## src/rtl/pkt_pkg.sv

```systemverilog
// Shared types and constants for the packet deframer.
package pkt_pkg;

    // Receive FSM states.
    typedef enum logic [2:0] {
        ST_HUNT,
        ST_LEN,
        ST_PAYLOAD,
        ST_CHECK,
        ST_HOLD
    } state_t;

    // Start-of-frame marker.
    localparam logic [7:0] SYNC_BYTE = 8'hA5;

    // Inter-byte timeout in clocks: to_bytes byte times of 10 bits each.
    function automatic int unsigned to_cycles(input int unsigned clock,
                                              input int unsigned baud,
                                              input int unsigned to_bytes);
        return to_bytes * 10 * (clock / baud);
    endfunction

endpackage

```

## src/rtl/pkt_buf.sv

```systemverilog
// Payload register file: one synchronous write port, one combinational read port.
module pkt_buf #(
    parameter int unsigned DEPTH = 16,
    parameter int unsigned AW    = $clog2(DEPTH)
) (
    input  logic          clk,
    input  logic          wr_en,
    input  logic [AW-1:0] wr_addr,
    input  logic [7:0]    wr_data,
    input  logic [AW-1:0] rd_addr,
    output logic [7:0]    rd_data
);

    logic [7:0] mem [DEPTH];

    // Store one payload byte per write strobe; contents are never reset.
    always_ff @(posedge clk) begin
        if (wr_en) begin
            mem[wr_addr] <= wr_data;
        end
    end

    assign rd_data = mem[rd_addr];

endmodule

```

## src/rtl/pkt_deframer.sv

```systemverilog
// Deframes SYNC/LEN/payload/CHK packets from a UART byte stream into a held buffer.
module pkt_deframer
    import pkt_pkg::*;
#(
    parameter int unsigned CLOCK    = 50000000,
    parameter int unsigned BAUD     = 9600,
    parameter int unsigned MAX_LEN  = 16,
    parameter int unsigned TO_BYTES = 4
) (
    input  logic                         clk,
    input  logic                         rst,
    input  logic [7:0]                   data_in,
    input  logic                         data_ready,
    output logic                         pkt_valid,
    output logic [$clog2(MAX_LEN+1)-1:0] pkt_len,
    input  logic [$clog2(MAX_LEN)-1:0]   rd_addr,
    output logic [7:0]                   rd_data,
    input  logic                         pkt_ack,
    output logic                         err_chk,
    output logic                         err_len,
    output logic                         err_to,
    output logic                         overrun
);

    localparam int unsigned LW     = $clog2(MAX_LEN + 1);
    localparam int unsigned AW     = $clog2(MAX_LEN);
    localparam int unsigned TO_CYC = to_cycles(CLOCK, BAUD, TO_BYTES);
    localparam int unsigned CW     = $clog2(TO_CYC);
    localparam logic [CW-1:0] TO_LAST = CW'(TO_CYC - 1);

    state_t        state;
    logic [LW-1:0] len_q;
    logic [LW-1:0] idx;
    logic [7:0]    run_xor;
    logic [CW-1:0] to_cnt;
    logic          wr_en;

    // Payload bytes go straight into the buffer at the current index.
    always_comb begin
        wr_en = (state == ST_PAYLOAD) && data_ready;
    end

    pkt_buf #(
        .DEPTH (MAX_LEN),
        .AW    (AW)
    ) u_buf (
        .clk     (clk),
        .wr_en   (wr_en),
        .wr_addr (idx[AW-1:0]),
        .wr_data (data_in),
        .rd_addr (rd_addr),
        .rd_data (rd_data)
    );

    // Receive FSM, inter-byte timeout and registered status/error outputs.
    always_ff @(posedge clk or negedge rst) begin
        if (!rst) begin
            state     <= ST_HUNT;
            len_q     <= '0;
            idx       <= '0;
            run_xor   <= '0;
            to_cnt    <= '0;
            pkt_valid <= 1'b0;
            pkt_len   <= '0;
            err_chk   <= 1'b0;
            err_len   <= 1'b0;
            err_to    <= 1'b0;
            overrun   <= 1'b0;
        end else begin
            err_chk <= 1'b0;
            err_len <= 1'b0;
            err_to  <= 1'b0;
            overrun <= 1'b0;

            // Timeout only applies mid-frame; a strobe in the expiry cycle wins.
            if (state inside {ST_LEN, ST_PAYLOAD, ST_CHECK}) begin
                if (data_ready) begin
                    to_cnt <= '0;
                end else if (to_cnt == TO_LAST) begin
                    to_cnt <= '0;
                    err_to <= 1'b1;
                    state  <= ST_HUNT;
                end else begin
                    to_cnt <= to_cnt + CW'(1);
                end
            end else begin
                to_cnt <= '0;
            end

            case (state)
                ST_HUNT: begin
                    if (data_ready && data_in == SYNC_BYTE) begin
                        state <= ST_LEN;
                    end
                end
                ST_LEN: begin
                    if (data_ready) begin
                        if (data_in == 8'h00 || 32'(data_in) > MAX_LEN) begin
                            err_len <= 1'b1;
                            state   <= ST_HUNT;
                        end else begin
                            len_q   <= LW'(data_in);
                            run_xor <= data_in;
                            idx     <= '0;
                            state   <= ST_PAYLOAD;
                        end
                    end
                end
                ST_PAYLOAD: begin
                    if (data_ready) begin
                        run_xor <= run_xor ^ data_in;
                        idx     <= idx + LW'(1);
                        if (idx + LW'(1) == len_q) begin
                            state <= ST_CHECK;
                        end
                    end
                end
                ST_CHECK: begin
                    if (data_ready) begin
                        if (data_in == run_xor) begin
                            pkt_valid <= 1'b1;
                            pkt_len   <= len_q;
                            state     <= ST_HOLD;
                        end else begin
                            err_chk <= 1'b1;
                            state   <= ST_HUNT;
                        end
                    end
                end
                ST_HOLD: begin
                    // An ack coinciding with a sync byte releases and restarts in one step.
                    if (pkt_ack) begin
                        pkt_valid <= 1'b0;
                        if (data_ready && data_in == SYNC_BYTE) begin
                            state <= ST_LEN;
                        end else begin
                            state <= ST_HUNT;
                        end
                    end else if (data_ready && data_in == SYNC_BYTE) begin
                        overrun <= 1'b1;
                    end
                end
                default: begin
                    state <= ST_HUNT;
                end
            endcase
        end
    end

endmodule

```

## config.mk

```make
export PLATFORM = sky130hd
export DESIGN_NAME = pkt_deframer
export DESIGN_NICKNAME = d
export VERILOG_FILES = /design/src/rtl/pkt_pkg.sv /design/src/rtl/pkt_buf.sv /design/src/rtl/pkt_deframer.sv
export SDC_FILE = /design/constraint.sdc
export NUM_CORES = 1
export LEC_CHECK = 0
export ABC_AREA = 1
export CAP_MARGIN = 5
export CORE_ASPECT_RATIO = 0.6
export CORE_MARGIN = 1.5
export CORE_UTILIZATION = 44
export CTS_BUF_LIST = sky130_fd_sc_hd__clkbuf_16
export CTS_CLUSTER_SIZE = 20
export DETAILED_ROUTE_END_ITERATION = 12
export PLACE_DENSITY = 0.65
export SLEW_MARGIN = 20
export SYNTH_ARGS = -nofsm -noshare
export SYNTH_HDL_FRONTEND = slang
export SYNTH_SLANG_ARGS = --single-unit
```

## constraint.sdc

```tcl
create_clock -name clk -period 2.2 [get_ports clk]
set_input_delay 0.33 -clock clk [delete_from_list [all_inputs] [get_ports clk]]
set_output_delay 0.33 -clock clk [all_outputs]
set_load 0.05 [all_outputs]
```

==> results of run 1 <==
registers in the layout (all words and copies together), names as in the netlist:
register	cells
err_chk	1
err_len	1
err_to	1
idx	5
len_q	5
overrun	1
pkt_len	5
pkt_valid	1
run_xor	8
state	3
to_cnt	18
u_buf.mem	128
cells by family after synthesis:
group                      after synthesis  share of synthesized area, %
AOI/OAI and AO/OA                      124                         9.033
adders and majority gates                5                        0.7668
DFF                                    177                         62.14
xor gates and xnor gates                16                         1.717
and+or+nand+nor                        331                         19.03
buffers and inverters                  144                         7.315
worst paths after layout:
check	depth (start not counted)	slack, ns	endpoint
setup / recovery	6	0.14	rd_data[4]
hold / removal	2	0.002	to_cnt[2]$_DFF_PN0_
setup reg to reg	6	0.38	u_buf.mem[12][2]$_DFFE_PP_
hold reg to reg	2	0.49	pkt_len[4]$_DFFE_PN0P_
max in group asynchronous	2	1.75	idx[1]$_DFFE_PN0P_
min in group clk	2	0.49	pkt_len[4]$_DFFE_PN0P_
what timing repair did:
action | CTS | global route
resized for setup | 0 | 1
buffers inserted | 0 | 0
hold buffers | 0 | 0
setup endpoints to repair | 0 | 1
cell type report:
cell class,count,area [µm²],area share [%]
inverter,112,422.9,4.361
clock buffer,17,425.4,4.387
tap,240,300.3,3.097
timing repair buffer,82,840.8,8.671
clock inverter,15,145.1,1.497
multi-input combinational,476,2492,25.70
sequential,177,5070,52.28
layer usage:
metal  global-route usage [%]  wire (µm)  vias to the layer above
met5                        0          0                        -
met4                    5.060        153                        0
met3                    5.098       1713                       13
met2                    28.71       7796                      240
met1                    35.25      10150                     2781
li1                         -          -                     2846
worst max-delay path: cells and delay by family:
| kind | cells | cell delay, ns |
|---|---|---|
| buffers and inverters | 3 | 0.94 |
| and+or+nand+nor | 3 | 0.46 |
synth_stat cells, drive strengths merged (2+ instances only):
library cell  instances  share of area, %
clkbuf               13              0.60
nor4                  2              0.34
o21ai                52               3.5
nand4                12              0.92
buf                  19               1.5
o211ai               32               2.9
xor2                  6              0.64
ha                    5              0.77
nor3                 16               1.4
nand3                84               5.7
edfxtp              128                47
nor2                 61               3.1
xnor2                10               1.1
inv                 112               5.2
nand2               152               7.2
a21oi                36               2.3
dfrtp                49                15
stage by stage:
stage	hold WS [ns]	setup slack [ns]	utilization [%]
5_1_grt	0.04546	0.1005	53.53
6_report	0.001826	0.1357	53.53
4_1_cts	0.01660	0.1438	53.53
2_1_floorplan	0.03441	0.3714	-
3_5_place_dp	0.4820	0.09938	50.38
3_3_place_gp	0.4727	0.1234	50.38
power by group:
group	internal (mW)	leakage, nW	total, mW	switching [mW]
Clock	1.59	0.284	2.97	1.38
Combinational	0.408	1.78	1.11	0.707
Sequential	3.70	1.82	3.81	0.115
Total	5.70	3.88	7.90	2.20
cells in the final DEF, fill, tap and decap left out, types with 2 or more instances in the layout:
cell | synthesis | layout
o21ai_1 | 3 | 4
xor2_1 | 6 | 6
buf_2 | 10 | 2
nand2_1 | 147 | 147
inv_2 | 6 | 6
inv_1 | 105 | 106
o21ai_2 | 6 | 6
nor2_1 | 58 | 58
o21ai_0 | 43 | 42
clkdlybuf4s50_1 | 0 | 22
a21oi_1 | 35 | 35
dfrtp_1 | 49 | 49
nand3_2 | 6 | 6
ha_1 | 5 | 5
edfxtp_1 | 128 | 128
xnor2_1 | 10 | 10
inv_8 | 0 | 3
nand2_2 | 4 | 4
nor3_2 | 5 | 5
nor3_1 | 10 | 10
o211ai_1 | 32 | 32
nand4_1 | 12 | 12
buf_4 | 1 | 44
buf_12 | 0 | 14
inv_6 | 0 | 5
clkbuf_16 | 0 | 17
nand3_1 | 77 | 77
clkinv_4 | 0 | 2
==> report_table.html, run 1 <==
<table>
<tr><th>Metric</th><th>Value</th></tr>
<tr><th colspan="2">Run status</th></tr>
<tr><td>Result of the run</td><td>finished clean</td></tr>
<tr><th colspan="2">Worst setup path</th></tr>
<tr><td>Kind of end point of the critical path</td><td>output port</td></tr>
<tr><td>Data required time at the worst endpoint</td><td>1.87 ns</td></tr>
<tr><td>Arrival time worst endpoint</td><td>1.73 ns</td></tr>
<tr><td>Launch point of the worst reg-to-reg path</td><td>state[0]$_DFF_PN0_</td></tr>
<tr><td>CP max FO</td><td>16</td></tr>
<tr><td>Category of the most critical setup path</td><td>in2out</td></tr>
<tr><td>Startpoint Class</td><td>primary input</td></tr>
<tr><td>Critical-path cell list</td><td>clkdlybuf4s50_1, buf_4, nand3_1, nand3_1, nand2_1, buf_12</td></tr>
<tr><td>Critical path's largest stage delay</td><td>0.52 ns</td></tr>
<tr><td>Timing startpoint of the critical path</td><td>rd_addr[2]</td></tr>
<tr><td>Worst path most repeated cell</td><td>nand3_1</td></tr>
<tr><td>Cell type of the slowest stage on the worst timing path</td><td>clkdlybuf4s50_1</td></tr>
<tr><th colspan="2">Clocking</th></tr>
<tr><td>Later-pin clock latency in the skew report</td><td>0.43 ns</td></tr>
<tr><td>TritonCTS clock tree</td><td>yes</td></tr>
<tr><td>Clk slew on worst S/H paths</td><td>0.07 ns</td></tr>
<tr><td># clock sinks</td><td>177</td></tr>
<tr><td>CTS H-tree depth</td><td>4</td></tr>
<tr><td>Bufs on Longest Clock Path</td><td>2</td></tr>
<tr><td>Number of buffers inserted during clock tree synthesis</td><td>17</td></tr>
<tr><td>Root Buffer</td><td>clkbuf_16</td></tr>
<tr><th colspan="2">Die</th></tr>
<tr><td>Core box area</td><td>18,110 µm²</td></tr>
<tr><td>Number of top-level pins</td><td>34</td></tr>
<tr><td>Vertical die dimension</td><td>108.5 µm</td></tr>
<tr><td>Area of the die</td><td>19,400 µm²</td></tr>
<tr><td>Starting density of the core</td><td>45.04%</td></tr>
<tr><td>Number of rows in the core area</td><td>38</td></tr>
<tr><td>Horiz. Die Dim</td><td>178.8 µm</td></tr>
<tr><th colspan="2">Worst hold path</th></tr>
<tr><td>Type of the most critical hold path</td><td>in2async</td></tr>
<tr><th colspan="2">Cells and area</th></tr>
<tr><td>Syn-to-layout area delta</td><td>18.85%</td></tr>
<tr><td>Number of antenna repair diodes</td><td>0</td></tr>
<tr><td>Number of standard cells in the layout, taps in and fillers out</td><td>1,119</td></tr>
<tr><td>Filler cell count</td><td>1,564</td></tr>
<tr><td>Layout cells sized above 1</td><td>14.45%</td></tr>
<tr><td>Final net count</td><td>887</td></tr>
<tr><td>Final design instance area without fill</td><td>9697 µm²</td></tr>
<tr><th colspan="2">Power</th></tr>
<tr><td>Worst vdd rail ir drop</td><td>0.5015 mV</td></tr>
<tr><td>Post-route total power</td><td>7.898 mW</td></tr>
<tr><td>Static leakage power</td><td>3.880 nW</td></tr>
<tr><td>Power per Cell Area</td><td>814.5 nW/µm²</td></tr>
<tr><th colspan="2">Timing</th></tr>
<tr><td>Fmax</td><td>0.4844 GHz</td></tr>
<tr><td>Count of endpoints failing hold in the final timing report</td><td>0</td></tr>
<tr><td>Worst slew pin tran</td><td>0.6483 ns</td></tr>
<tr><td>Total negative setup slack</td><td>0 ns</td></tr>
<tr><td>Endpoints failing setup</td><td>0</td></tr>
<tr><td>Relative slew margins</td><td>56.78%</td></tr>
<tr><td>Layout Skew</td><td>0.01139 ns</td></tr>
<tr><td>Number of pins exceeding their max-slew limit in the final report</td><td>0</td></tr>
<tr><td>Share of the clock period used by the worst path</td><td>93.83%</td></tr>
<tr><td>RSZ-0062 raised after global routing</td><td>false</td></tr>
<tr><td>Minimum period implied by the final worst setup slack</td><td>2.064 ns</td></tr>
<tr><th colspan="2">Placed design</th></tr>
<tr><td>Inst Count DP</td><td>1,087</td></tr>
<tr><td>Post-place instance area</td><td>9126 µm²</td></tr>
<tr><td>Detailed placement HPWL</td><td>13,720 µm</td></tr>
<tr><td>Placer congestion estimate</td><td>0.8811</td></tr>
<tr><td>Port Buffers</td><td>33</td></tr>
<tr><th colspan="2">Routing</th></tr>
<tr><td>Pre-antenna DRT Iters</td><td>6</td></tr>
<tr><td>DR DRC count</td><td>0</td></tr>
<tr><td>Violation count after the first detailed-route iteration</td><td>636</td></tr>
<tr><td>Number of antenna-violating nets in the routed design</td><td>0</td></tr>
<tr><td>Via count</td><td>5,880</td></tr>
<tr><td>DR vias/cell</td><td>5.255</td></tr>
<tr><td>Final routed wirelength across all metal layers</td><td>19,810 µm</td></tr>
<tr><td>Average routed wire per standard cell</td><td>17.70 µm</td></tr>
<tr><th colspan="2">Logic synthesis</th></tr>
<tr><td>EDFF count, synth</td><td>128</td></tr>
<tr><td>Post-synth cell types</td><td>43</td></tr>
<tr><td>Most used DFF post-synth</td><td>edfxtp_1</td></tr>
<tr><td>Avg Inst Size Synth</td><td>10.24 µm²</td></tr>
<tr><td>Cell count after synthesis</td><td>797</td></tr>
<tr><td>Total of warnings raised by yosys</td><td>0</td></tr>
<tr><td>Total standard cell area after synthesis</td><td>8159 µm²</td></tr>
<tr><td>Fraction of the yosys area taken by sequential cells</td><td>62.14%</td></tr>
<tr><td>Share of synthesized flip-flops with an asynchronous set or reset</td><td>27.68%</td></tr>
<tr><td>Number of nets in the synthesized netlist</td><td>818</td></tr>
<tr><td>Register bit total from synthesis</td><td>177</td></tr>
<tr><th colspan="2">GRT</th></tr>
<tr><td>Wire length of the first global-routing pass</td><td>30,440 µm</td></tr>
<tr><td>Number of global-route vias before repair</td><td>5,422</td></tr>
<tr><td>Maximum number of pins on one net before global-route repair</td><td>67</td></tr>
<tr><td>Antenna violations before repair</td><td>0</td></tr>
<tr><td>Remaining global-route overflow</td><td>0</td></tr>
<tr><td>Global Route Usage Sum</td><td>21.77%</td></tr>
<tr><th colspan="2">Job</th></tr>
<tr><td>Number of max-capacitance violations reported</td><td>0</td></tr>
</table>
Note: power is estimated with default switching activity, not from simulation.
==> run 2: changes to the inputs <==
--- a/config.mk
+++ b/config.mk
@@ -13,7 +13,8 @@
 export CTS_BUF_LIST = sky130_fd_sc_hd__clkbuf_16
 export CTS_CLUSTER_SIZE = 20
 export DETAILED_ROUTE_END_ITERATION = 12
-export PLACE_DENSITY = 0.65
+export DONT_BUFFER_PORTS = 1
+export PLACE_DENSITY = 0.63
 export SLEW_MARGIN = 20
 export SYNTH_ARGS = -nofsm -noshare
 export SYNTH_HDL_FRONTEND = slang
==> report_table.html, run 2 (same netlist as run 1, synthesis figures left out) <==
<table>
<tr><th>Metric</th><th>Value</th></tr>
<tr><th colspan="2">Cells and area</th></tr>
<tr><td>Most common cell after layout, fill and taps aside</td><td>nand2_1 (unchanged)</td></tr>
<tr><td>Leading registers by flop count</td><td>u_buf.mem (128), to_cnt (18), run_xor (8) (unchanged)</td></tr>
<tr><td>Syn-to-layout area delta</td><td>11.62% (was 18.85%)</td></tr>
<tr><td>Final design instance area without fill</td><td>9107 µm² (was 9697 µm²)</td></tr>
<tr><td>Layout cells sized above 1</td><td>10.29% (was 14.45%)</td></tr>
<tr><td>Final net count</td><td>834 (was 887)</td></tr>
<tr><td>Number of antenna repair diodes</td><td>0 (unchanged)</td></tr>
<tr><td>Area of all sequential standard cells</td><td>5070 µm² (unchanged)</td></tr>
<tr><td>Footprint of the multi-input gates</td><td>2495 µm² (was 2492 µm²)</td></tr>
<tr><td>Filler cell count</td><td>1,631 (was 1,564)</td></tr>
<tr><td>Number of flip-flops in the largest register</td><td>128 (unchanged)</td></tr>
<tr><td>Top library cells by usage in the layout, fill and taps aside</td><td>146 x nand2_1, 128 x edfxtp_1, 106 x inv_1, 77 x nand3_1, 58 x nor2_1 (was 147 x nand2_1, 128 x edfxtp_1, 106 x inv_1, 77 x nand3_1, 58 x nor2_1)</td></tr>
<tr><td>Most flops, register</td><td>u_buf.mem (unchanged)</td></tr>
<tr><th colspan="2">Die</th></tr>
<tr><td>Number of rows in the core area</td><td>38 (unchanged)</td></tr>
<tr><td>Horiz. Die Dim</td><td>178.8 µm (unchanged)</td></tr>
<tr><td>Vertical die dimension</td><td>108.5 µm (unchanged)</td></tr>
<tr><td>Core box area</td><td>18,110 µm² (unchanged)</td></tr>
<tr><td>Starting density of the core</td><td>45.04% (unchanged)</td></tr>
<tr><td>Area of the die</td><td>19,400 µm² (unchanged)</td></tr>
<tr><td>Number of top-level pins</td><td>34 (unchanged)</td></tr>
<tr><th colspan="2">Worst setup path</th></tr>
<tr><td>Worst path most repeated cell</td><td>nand3_1 (unchanged)</td></tr>
<tr><td>CP endpoint</td><td>rd_data[2] (was rd_data[4])</td></tr>
<tr><td>Category of the most critical setup path</td><td>reg2out (was in2out)</td></tr>
<tr><td>Kind of end point of the critical path</td><td>output port (unchanged)</td></tr>
<tr><td>Launch point of the worst reg-to-reg path</td><td>state[0]$_DFF_PN0_ (unchanged)</td></tr>
<tr><td>CP max FO</td><td>1 (was 16)</td></tr>
<tr><td>Path depth of the worst reg2reg path</td><td>6 (unchanged)</td></tr>
<tr><td>Critical path's largest stage delay</td><td>0.36 ns (was 0.52 ns)</td></tr>
<tr><td>Cell type of the slowest stage on the worst timing path</td><td>edfxtp_1 (was clkdlybuf4s50_1)</td></tr>
<tr><td>Timing startpoint of the critical path</td><td>u_buf.mem[0][2]$_DFFE_PP_ (was rd_addr[2])</td></tr>
<tr><td>Reg-to-reg endpoint</td><td>u_buf.mem[13][3]$_DFFE_PP_ (was u_buf.mem[12][2]$_DFFE_PP_)</td></tr>
<tr><td>R2R setup slack</td><td>0.25 ns (was 0.38 ns)</td></tr>
<tr><td>Data required time at the worst endpoint</td><td>1.87 ns (about the same)</td></tr>
<tr><td>Arrival time worst endpoint</td><td>1.72 ns (was 1.73 ns)</td></tr>
<tr><td>Startpoint Class</td><td>flop (was primary input)</td></tr>
<tr><td>Critical-path cell list</td><td>o21ai_0, nand3_1, nand3_1, nand2_1 (was clkdlybuf4s50_1, buf_4, nand3_1, nand3_1, nand2_1, buf_12)</td></tr>
<tr><th colspan="2">GRT</th></tr>
<tr><td>Global Route Usage Sum</td><td>21.83% (was 21.77%)</td></tr>
<tr><td>Antenna violations before repair</td><td>0 (unchanged)</td></tr>
<tr><td>Number of global-route vias before repair</td><td>5,132 (was 5,422)</td></tr>
<tr><td>Remaining global-route overflow</td><td>0 (unchanged)</td></tr>
<tr><td>Maximum number of pins on one net before global-route repair</td><td>129 (was 67)</td></tr>
<tr><td>Wire length of the first global-routing pass</td><td>30,150 µm (was 30,440 µm)</td></tr>
<tr><th colspan="2">Clocking</th></tr>
<tr><td>Number of buffers inserted during clock tree synthesis</td><td>17 (unchanged)</td></tr>
<tr><td>Post-CTS Setup Inserts</td><td>0 (unchanged)</td></tr>
<tr><td>Clk slew on worst S/H paths</td><td>0.07 ns (about the same)</td></tr>
<tr><td>TritonCTS clock tree</td><td>yes (unchanged)</td></tr>
<tr><td>CTS H-tree depth</td><td>4 (unchanged)</td></tr>
<tr><td>Bufs on Longest Clock Path</td><td>2 (unchanged)</td></tr>
<tr><td># clock sinks</td><td>177 (unchanged)</td></tr>
<tr><td>Root Buffer</td><td>clkbuf_16 (unchanged)</td></tr>
<tr><td>Later-pin clock latency in the skew report</td><td>0.42 ns (was 0.43 ns)</td></tr>
<tr><th colspan="2">Timing</th></tr>
<tr><td>Relative slew margins</td><td>40.38% (was 56.78%)</td></tr>
<tr><td>Number of pins exceeding their max-slew limit in the final report</td><td>0 (unchanged)</td></tr>
<tr><td>Count of endpoints failing hold in the final timing report</td><td>0 (unchanged)</td></tr>
<tr><td>Total negative setup slack</td><td>0 ns (unchanged)</td></tr>
<tr><td>Share of the clock period used by the worst path</td><td>93.02% (was 93.83%)</td></tr>
<tr><td>Worst slew pin tran</td><td>0.8914 ns (was 0.6483 ns)</td></tr>
<tr><td>Layout Skew</td><td>0.01185 ns (was 0.01139 ns)</td></tr>
<tr><td>Minimum period implied by the final worst setup slack</td><td>2.047 ns (was 2.064 ns)</td></tr>
<tr><td>Fmax</td><td>0.4886 GHz (was 0.4844 GHz)</td></tr>
<tr><td>Endpoints failing setup</td><td>0 (unchanged)</td></tr>
<tr><td>RSZ-0062 raised after global routing</td><td>false (unchanged)</td></tr>
<tr><th colspan="2">Power</th></tr>
<tr><td>Post-route total power</td><td>7.560 mW (was 7.898 mW)</td></tr>
<tr><td>Worst vdd rail ir drop</td><td>0.5711 mV (was 0.5015 mV)</td></tr>
<tr><td>Power per Cell Area</td><td>830.0 nW/µm² (was 814.5 nW/µm²)</td></tr>
<tr><td>Static leakage power</td><td>3.573 nW (was 3.880 nW)</td></tr>
<tr><th colspan="2">Run status</th></tr>
<tr><td>Result of the run</td><td>finished clean (unchanged)</td></tr>
<tr><th colspan="2">Routing</th></tr>
<tr><td>Number of antenna-violating nets in the routed design</td><td>0 (unchanged)</td></tr>
<tr><td>Average routed wire per standard cell</td><td>18.80 µm (was 17.70 µm)</td></tr>
<tr><td>Violation count after the first detailed-route iteration</td><td>670 (was 636)</td></tr>
<tr><td>Pre-antenna DRT Iters</td><td>5 (was 6)</td></tr>
<tr><td>DR vias/cell</td><td>5.304 (was 5.255)</td></tr>
<tr><td>DR DRC count</td><td>0 (unchanged)</td></tr>
<tr><td>Final routed wirelength across all metal layers</td><td>20,040 µm (was 19,810 µm)</td></tr>
<tr><td>Via count</td><td>5,654 (was 5,880)</td></tr>
<tr><th colspan="2">Worst hold path</th></tr>
<tr><td>WHS Path Cells</td><td>2</td></tr>
<tr><td>Type of the most critical hold path</td><td>in2reg (was in2async)</td></tr>
<tr><th colspan="2">Placed design</th></tr>
<tr><td>Placer congestion estimate</td><td>0.8576 (was 0.8811)</td></tr>
<tr><td>Post-place instance area</td><td>8421 µm² (was 9126 µm²)</td></tr>
<tr><td>Detailed placement HPWL</td><td>12,310 µm (was 13,720 µm)</td></tr>
<tr><td>Port Buffers</td><td>0 (was 33)</td></tr>
<tr><th colspan="2">Job</th></tr>
<tr><td>Number of max-capacitance violations reported</td><td>0 (unchanged)</td></tr>
</table>
[run 2: changes by cell type in the layout (fill, tap and decap cells not counted), moves of 2 or more]
cell	delta
clkinvlp_4	+2
clkdlybuf4s50_1	-22
inv_8	-2
clkinv_1	+2
buf_4	-26
dlygate4sd3_1	+10
buf_2	-2
buf_12	-14
[run 2: what timing repair did]
item / CTS / global route
endpoints found under the setup margin: 0 / 1
gates resized for setup: 0 / 1
hold buffers: 11 / 0
hold endpoints to repair: 178 / 0
[run 2: per-layer routing]
metal  GRT usage [%]  up-vias  wire length, µm
met3           5.591       12             1537
met5               0        -                0
li1                -     2729                -
met4           5.833        0              155
met1           35.16     2727            10390
met2           28.30      186             7958
[run 2: worst min path at each step]
stage	to	slack (ns)	startpoint
2_1_floorplan	err_chk$_DFF_PN0_	0.03	rst
3_3_place_gp	err_chk$_DFF_PN0_	0.04	rst
3_5_place_dp	err_chk$_DFF_PN0_	0.04	rst
4_1_cts	len_q[0]$_DFFE_PN0P_	0.05	data_in[0]
5_1_grt	len_q[4]$_DFFE_PN0P_	0.06	data_in[4]
6_report	len_q[0]$_DFFE_PN0P_	0.08	data_in[0]
[run 2: area by class of cell]
cell class                 instances  area share (%)
clock buffer                      17           4.671
sequential                       177           55.67
tap                              240           3.297
multi-input combinational        476           27.39
clock inverter                    15           1.443
timing repair buffer              29           2.885
inverter                         112           4.644
[run 2: report_power, final]
part           total [mW]  switching, mW  leakage, nW  internal [mW]
combinational       0.862          0.577         1.49          0.285
sequential           3.82          0.122         1.82           3.70
clock                2.88           1.31        0.267           1.57
total                7.56           2.01         3.57           5.55
[run 2: critical path, delay by kind of cell (launching register included)]
| family | cells | cell delay [ns] |
|---|---|---|
| flip-flops | 1 | 0.36 |
| AO/OA/AOI/OAI | 1 | 0.33 |
| AND/OR/NAND/NOR | 3 | 0.60 |
[run 2: per-stage QoR]
stage	util [%]	worst slack, ns	hold WS [ns]	cells
3_3_place_gp	46.48	0.3279	0.03665	1023
4_1_cts	50.26	0.1475	0.05262	1066
3_5_place_dp	46.48	0.3035	0.03687	1023
2_1_floorplan	-	0.3714	0.03441	797
6_report	50.28	0.1535	0.07678	1066
5_1_grt	50.28	0.07014	0.06258	1066
==> run 3: changes to the inputs <==
--- a/config.mk
+++ b/config.mk
@@ -9,12 +9,12 @@
 export CAP_MARGIN = 5
 export CORE_ASPECT_RATIO = 0.6
 export CORE_MARGIN = 1.5
-export CORE_UTILIZATION = 44
+export CORE_UTILIZATION = 60
 export CTS_BUF_LIST = sky130_fd_sc_hd__clkbuf_16
 export CTS_CLUSTER_SIZE = 20
 export DETAILED_ROUTE_END_ITERATION = 12
 export DONT_BUFFER_PORTS = 1
-export PLACE_DENSITY = 0.63
+export PLACE_DENSITY = 0.8
 export SLEW_MARGIN = 20
 export SYNTH_ARGS = -nofsm -noshare
 export SYNTH_HDL_FRONTEND = slang
==> report_table.html, run 3 (same netlist as run 1, synthesis figures left out) <==
<table>
<tr><th>Metric</th><th>Value</th></tr>
<tr><th colspan="2">Run status</th></tr>
<tr><td>Result of the run</td><td>finished clean (unchanged)</td></tr>
<tr><th colspan="2">Cells and area</th></tr>
<tr><td>Top library cells by usage in the layout, fill and taps aside</td><td>147 x nand2_1, 128 x edfxtp_1, 106 x inv_1, 77 x nand3_1, 58 x nor2_1 (was 146 x nand2_1, 128 x edfxtp_1, 106 x inv_1, 77 x nand3_1, 58 x nor2_1)</td></tr>
<tr><td>Number of antenna repair diodes</td><td>0 (unchanged)</td></tr>
<tr><td>Final net count</td><td>842 (was 834)</td></tr>
<tr><td>Most common cell after layout, fill and taps aside</td><td>nand2_1 (unchanged)</td></tr>
<tr><td>Number of flip-flops in the largest register</td><td>128 (unchanged)</td></tr>
<tr><td>Syn-to-layout area delta</td><td>11.33% (was 11.62%)</td></tr>
<tr><td>Leading registers by flop count</td><td>u_buf.mem (128), to_cnt (18), run_xor (8) (unchanged)</td></tr>
<tr><td>Layout cells sized above 1</td><td>10.07% (was 10.29%)</td></tr>
<tr><td>Most flops, register</td><td>u_buf.mem (unchanged)</td></tr>
<tr><th colspan="2">Routing</th></tr>
<tr><td>DR DRC count</td><td>0 (unchanged)</td></tr>
<tr><td>Average routed wire per standard cell</td><td>20.15 µm (was 18.80 µm)</td></tr>
<tr><td>Violation count after the first detailed-route iteration</td><td>862 (was 670)</td></tr>
<tr><td>Met1 Routed Length</td><td>8509 µm (was 10,390 µm)</td></tr>
<tr><td>Detailed-routed wire length on met3</td><td>2584 µm (was 1537 µm)</td></tr>
<tr><td>Uppermost signal routing layer after detailed routing</td><td>met4 (unchanged)</td></tr>
<tr><td>DR vias/cell</td><td>6.066 (was 5.304)</td></tr>
<tr><td>Via count</td><td>6,090 (was 5,654)</td></tr>
<tr><td>Final routed wirelength across all metal layers</td><td>20,230 µm (was 20,040 µm)</td></tr>
<tr><td>Number of antenna-violating nets in the routed design</td><td>0 (unchanged)</td></tr>
<tr><td>Metal2 WL</td><td>8787 µm (was 7958 µm)</td></tr>
<tr><td>Pre-antenna DRT Iters</td><td>5 (unchanged)</td></tr>
<tr><th colspan="2">GRT</th></tr>
<tr><td>Wire length of the first global-routing pass</td><td>30,970 µm (was 30,150 µm)</td></tr>
<tr><td>Maximum number of pins on one net before global-route repair</td><td>129 (unchanged)</td></tr>
<tr><td>Remaining global-route overflow</td><td>0 (unchanged)</td></tr>
<tr><td>Antenna violations before repair</td><td>0 (unchanged)</td></tr>
<tr><td>Global Route Usage Sum</td><td>29.91% (was 21.83%)</td></tr>
<tr><td>Number of global-route vias before repair</td><td>5,557 (was 5,132)</td></tr>
<tr><th colspan="2">Timing</th></tr>
<tr><td>Layout Skew</td><td>0.009737 ns (was 0.01185 ns)</td></tr>
<tr><td>Count of endpoints failing hold in the final timing report</td><td>0 (unchanged)</td></tr>
<tr><td>Number of pins exceeding their max-slew limit in the final report</td><td>0 (unchanged)</td></tr>
<tr><td>Worst slew pin tran</td><td>0.7775 ns (was 0.8914 ns)</td></tr>
<tr><td>Total negative setup slack</td><td>0 ns (unchanged)</td></tr>
<tr><td>Share of the clock period used by the worst path</td><td>94.89% (was 93.02%)</td></tr>
<tr><td>RSZ-0062 raised after global routing</td><td>false (unchanged)</td></tr>
<tr><td>Minimum period implied by the final worst setup slack</td><td>2.088 ns (was 2.047 ns)</td></tr>
<tr><td>Relative slew margins</td><td>48.00% (was 40.38%)</td></tr>
<tr><td>Endpoints failing setup</td><td>0 (unchanged)</td></tr>
<tr><td>Fmax</td><td>0.4790 GHz (was 0.4886 GHz)</td></tr>
<tr><td>Final WS setup</td><td>0.1124 ns (was 0.1535 ns)</td></tr>
<tr><th colspan="2">Power</th></tr>
<tr><td>Switching share of power</td><td>27.00% (was 26.53%)</td></tr>
<tr><td>Clock power share</td><td>36.6% (was 38.0%)</td></tr>
<tr><td>Part of the total power dissipated in sequential elements</td><td>51.3% (was 50.6%)</td></tr>
<tr><td>Power per Cell Area</td><td>821.5 nW/µm² (was 830.0 nW/µm²)</td></tr>
<tr><td>P_int</td><td>5.448 mW (was 5.554 mW)</td></tr>
<tr><td>Switching power of the nets</td><td>2.015 mW (was 2.006 mW)</td></tr>
<tr><td>Comb power frac</td><td>12.0% (was 11.4%)</td></tr>
<tr><td>Worst vdd rail ir drop</td><td>0.5456 mV (was 0.5711 mV)</td></tr>
<tr><td>Static leakage power</td><td>3.593 nW (was 3.573 nW)</td></tr>
<tr><th colspan="2">Clocking</th></tr>
<tr><td>Post-CTS Resized</td><td>0 (unchanged)</td></tr>
<tr><td>TritonCTS clock tree</td><td>yes (unchanged)</td></tr>
<tr><td>Number of buffers inserted during clock tree synthesis</td><td>17 (unchanged)</td></tr>
<tr><td>Later-pin clock latency in the skew report</td><td>0.43 ns (was 0.42 ns)</td></tr>
<tr><td>Root Buffer</td><td>clkbuf_16 (unchanged)</td></tr>
<tr><td>Post-CTS Setup Inserts</td><td>0 (unchanged)</td></tr>
<tr><td>Clk slew on worst S/H paths</td><td>0.06 ns (was 0.07 ns)</td></tr>
<tr><td>Bufs on Longest Clock Path</td><td>2 (unchanged)</td></tr>
<tr><td>CTS H-tree depth</td><td>4 (unchanged)</td></tr>
<tr><td>Hold-fix buffers at CTS</td><td>19 (was 11)</td></tr>
<tr><td># clock sinks</td><td>177 (unchanged)</td></tr>
<tr><th colspan="2">Worst setup path</th></tr>
<tr><td>Worst path most repeated cell</td><td>nand3_1 (unchanged)</td></tr>
<tr><td>Arrival time worst endpoint</td><td>1.76 ns (was 1.72 ns)</td></tr>
<tr><td>Category of the most critical setup path</td><td>reg2out (unchanged)</td></tr>
<tr><td>CP max FO</td><td>1 (unchanged)</td></tr>
<tr><td>Critical path's largest stage delay</td><td>0.38 ns (was 0.36 ns)</td></tr>
<tr><td>Kind of end point of the critical path</td><td>output port (unchanged)</td></tr>
<tr><td>Cell type of the slowest stage on the worst timing path</td><td>edfxtp_1 (unchanged)</td></tr>
<tr><td>Critical-path cell list</td><td>o211ai_1, nand3_1, nand3_1, nand2_1 (was o21ai_0, nand3_1, nand3_1, nand2_1)</td></tr>
<tr><td>Startpoint Class</td><td>flop (unchanged)</td></tr>
<tr><td>Data required time at the worst endpoint</td><td>1.87 ns (about the same)</td></tr>
<tr><th colspan="2">Die</th></tr>
<tr><td>Area of the die</td><td>14,330 µm² (was 19,400 µm²)</td></tr>
<tr><td>Number of top-level pins</td><td>34 (unchanged)</td></tr>
<tr><td>Starting density of the core</td><td>62.51% (was 45.04%)</td></tr>
<tr><td>Vertical die dimension</td><td>93.33 µm (was 108.5 µm)</td></tr>
<tr><td>Core box area</td><td>13,050 µm² (was 18,110 µm²)</td></tr>
<tr><td>Number of rows in the core area</td><td>32 (was 38)</td></tr>
<tr><td>Horiz. Die Dim</td><td>153.5 µm (was 178.8 µm)</td></tr>
<tr><th colspan="2">Placed design</th></tr>
<tr><td>Post-place setup slack</td><td>0.3084 ns (was 0.3035 ns)</td></tr>
<tr><td>Placer congestion estimate</td><td>0.9440 (was 0.8576)</td></tr>
<tr><td>Port Buffers</td><td>0 (unchanged)</td></tr>
<tr><td>Detailed placement HPWL</td><td>11,970 µm (was 12,310 µm)</td></tr>
<tr><th colspan="2">Job</th></tr>
<tr><td>Number of max-capacitance violations reported</td><td>0 (unchanged)</td></tr>
<tr><th colspan="2">Worst hold path</th></tr>
<tr><td>Type of the most critical hold path</td><td>in2reg (unchanged)</td></tr>
</table>
==> run 3: cell count changes in the layout (fill, tap and decap cells not counted), moves of 2 or more <==
cell | previous run | this run
clkinv_4 | 1 | 5
dlygate4sd3_1 | 10 | 20
inv_6 | 5 | 3
clkinv_1 | 3 | 1
buf_4 | 18 | 16
==> run 3: path summary, 6_finish.rpt <==
| check | startpoint | to | slack, ns | cells after the start |
|---|---|---|---|---|
| worst max-delay path | u_buf.mem[6][5]$_DFFE_PP_ | rd_data[5] | 0.11 | 4 |
| worst min-delay path | data_in[4] | len_q[4]$_DFFE_PN0P_ | 0.07 | 2 |
| worst max register to register | state[0]$_DFF_PN0_ | u_buf.mem[9][6]$_DFFE_PP_ | 0.25 | 6 |
| worst min register to register | len_q[1]$_DFFE_PN0P_ | len_q[1]$_DFFE_PN0P_ | 0.50 | 2 |
| max in group asynchronous | rst | to_cnt[11]$_DFF_PN0_ | 1.54 | 2 |
| min in group asynchronous | rst | pkt_valid$_DFFE_PN0P_ | 0.44 | 2 |
==> run 3: final cells by class <==
cell class | instances | area [µm²]
flip-flops and latches | 177 | 5070
fillers | 905 | 3969
multi-input cells | 476 | 2492
clock buffers | 17 | 425.4
inverters | 112 | 422.9
repair buffers | 37 | 347.8
well taps | 170 | 212.7
clock inverters | 15 | 112.6
==> run 3: critical path, delay by kind of cell, from the launching register on <==
| kind | cells | cell delay, ns |
|---|---|---|
| AND/OR/NAND/NOR | 3 | 0.60 |
| AO/OA/AOI/OAI | 1 | 0.35 |
| flip-flops | 1 | 0.38 |
==> run 3: through the flow <==
step	cells	hold slack (ns)	util [%]	total power, mW	instance area, µm²
after floorplan	797	0.03441	-	4.551	8159
after global placement	951	0.03641	63.73	4.623	8318
after detailed placement	951	0.03599	63.73	4.653	8318
after CTS	1002	0.001062	69.44	7.451	9064
after global routing	1004	0.06299	69.59	7.717	9084
final	1004	0.06888	69.59	7.462	9084
==> run 3: power groups by stage <==
| stage | clock, mW | sequential [mW] | combinational (mW) |
|---|---|---|---|
| after floorplan | 0 | 3.86 | 0.691 |
| after global placement | 0 | 3.88 | 0.741 |
| after detailed placement | 0 | 3.89 | 0.766 |
| after CTS | 2.75 | 3.82 | 0.879 |
| after global routing | 2.89 | 3.84 | 0.992 |
| final | 2.73 | 3.83 | 0.897 |
==> run 3: layer usage <==
layer / GRT usage (%) / vias to the layer above
li1: - / 2755
met1: 44.67 / 2883
met2: 44.16 / 411
met3: 6.348 / 41
met4: 9.547 / 0
met5: 0 / -
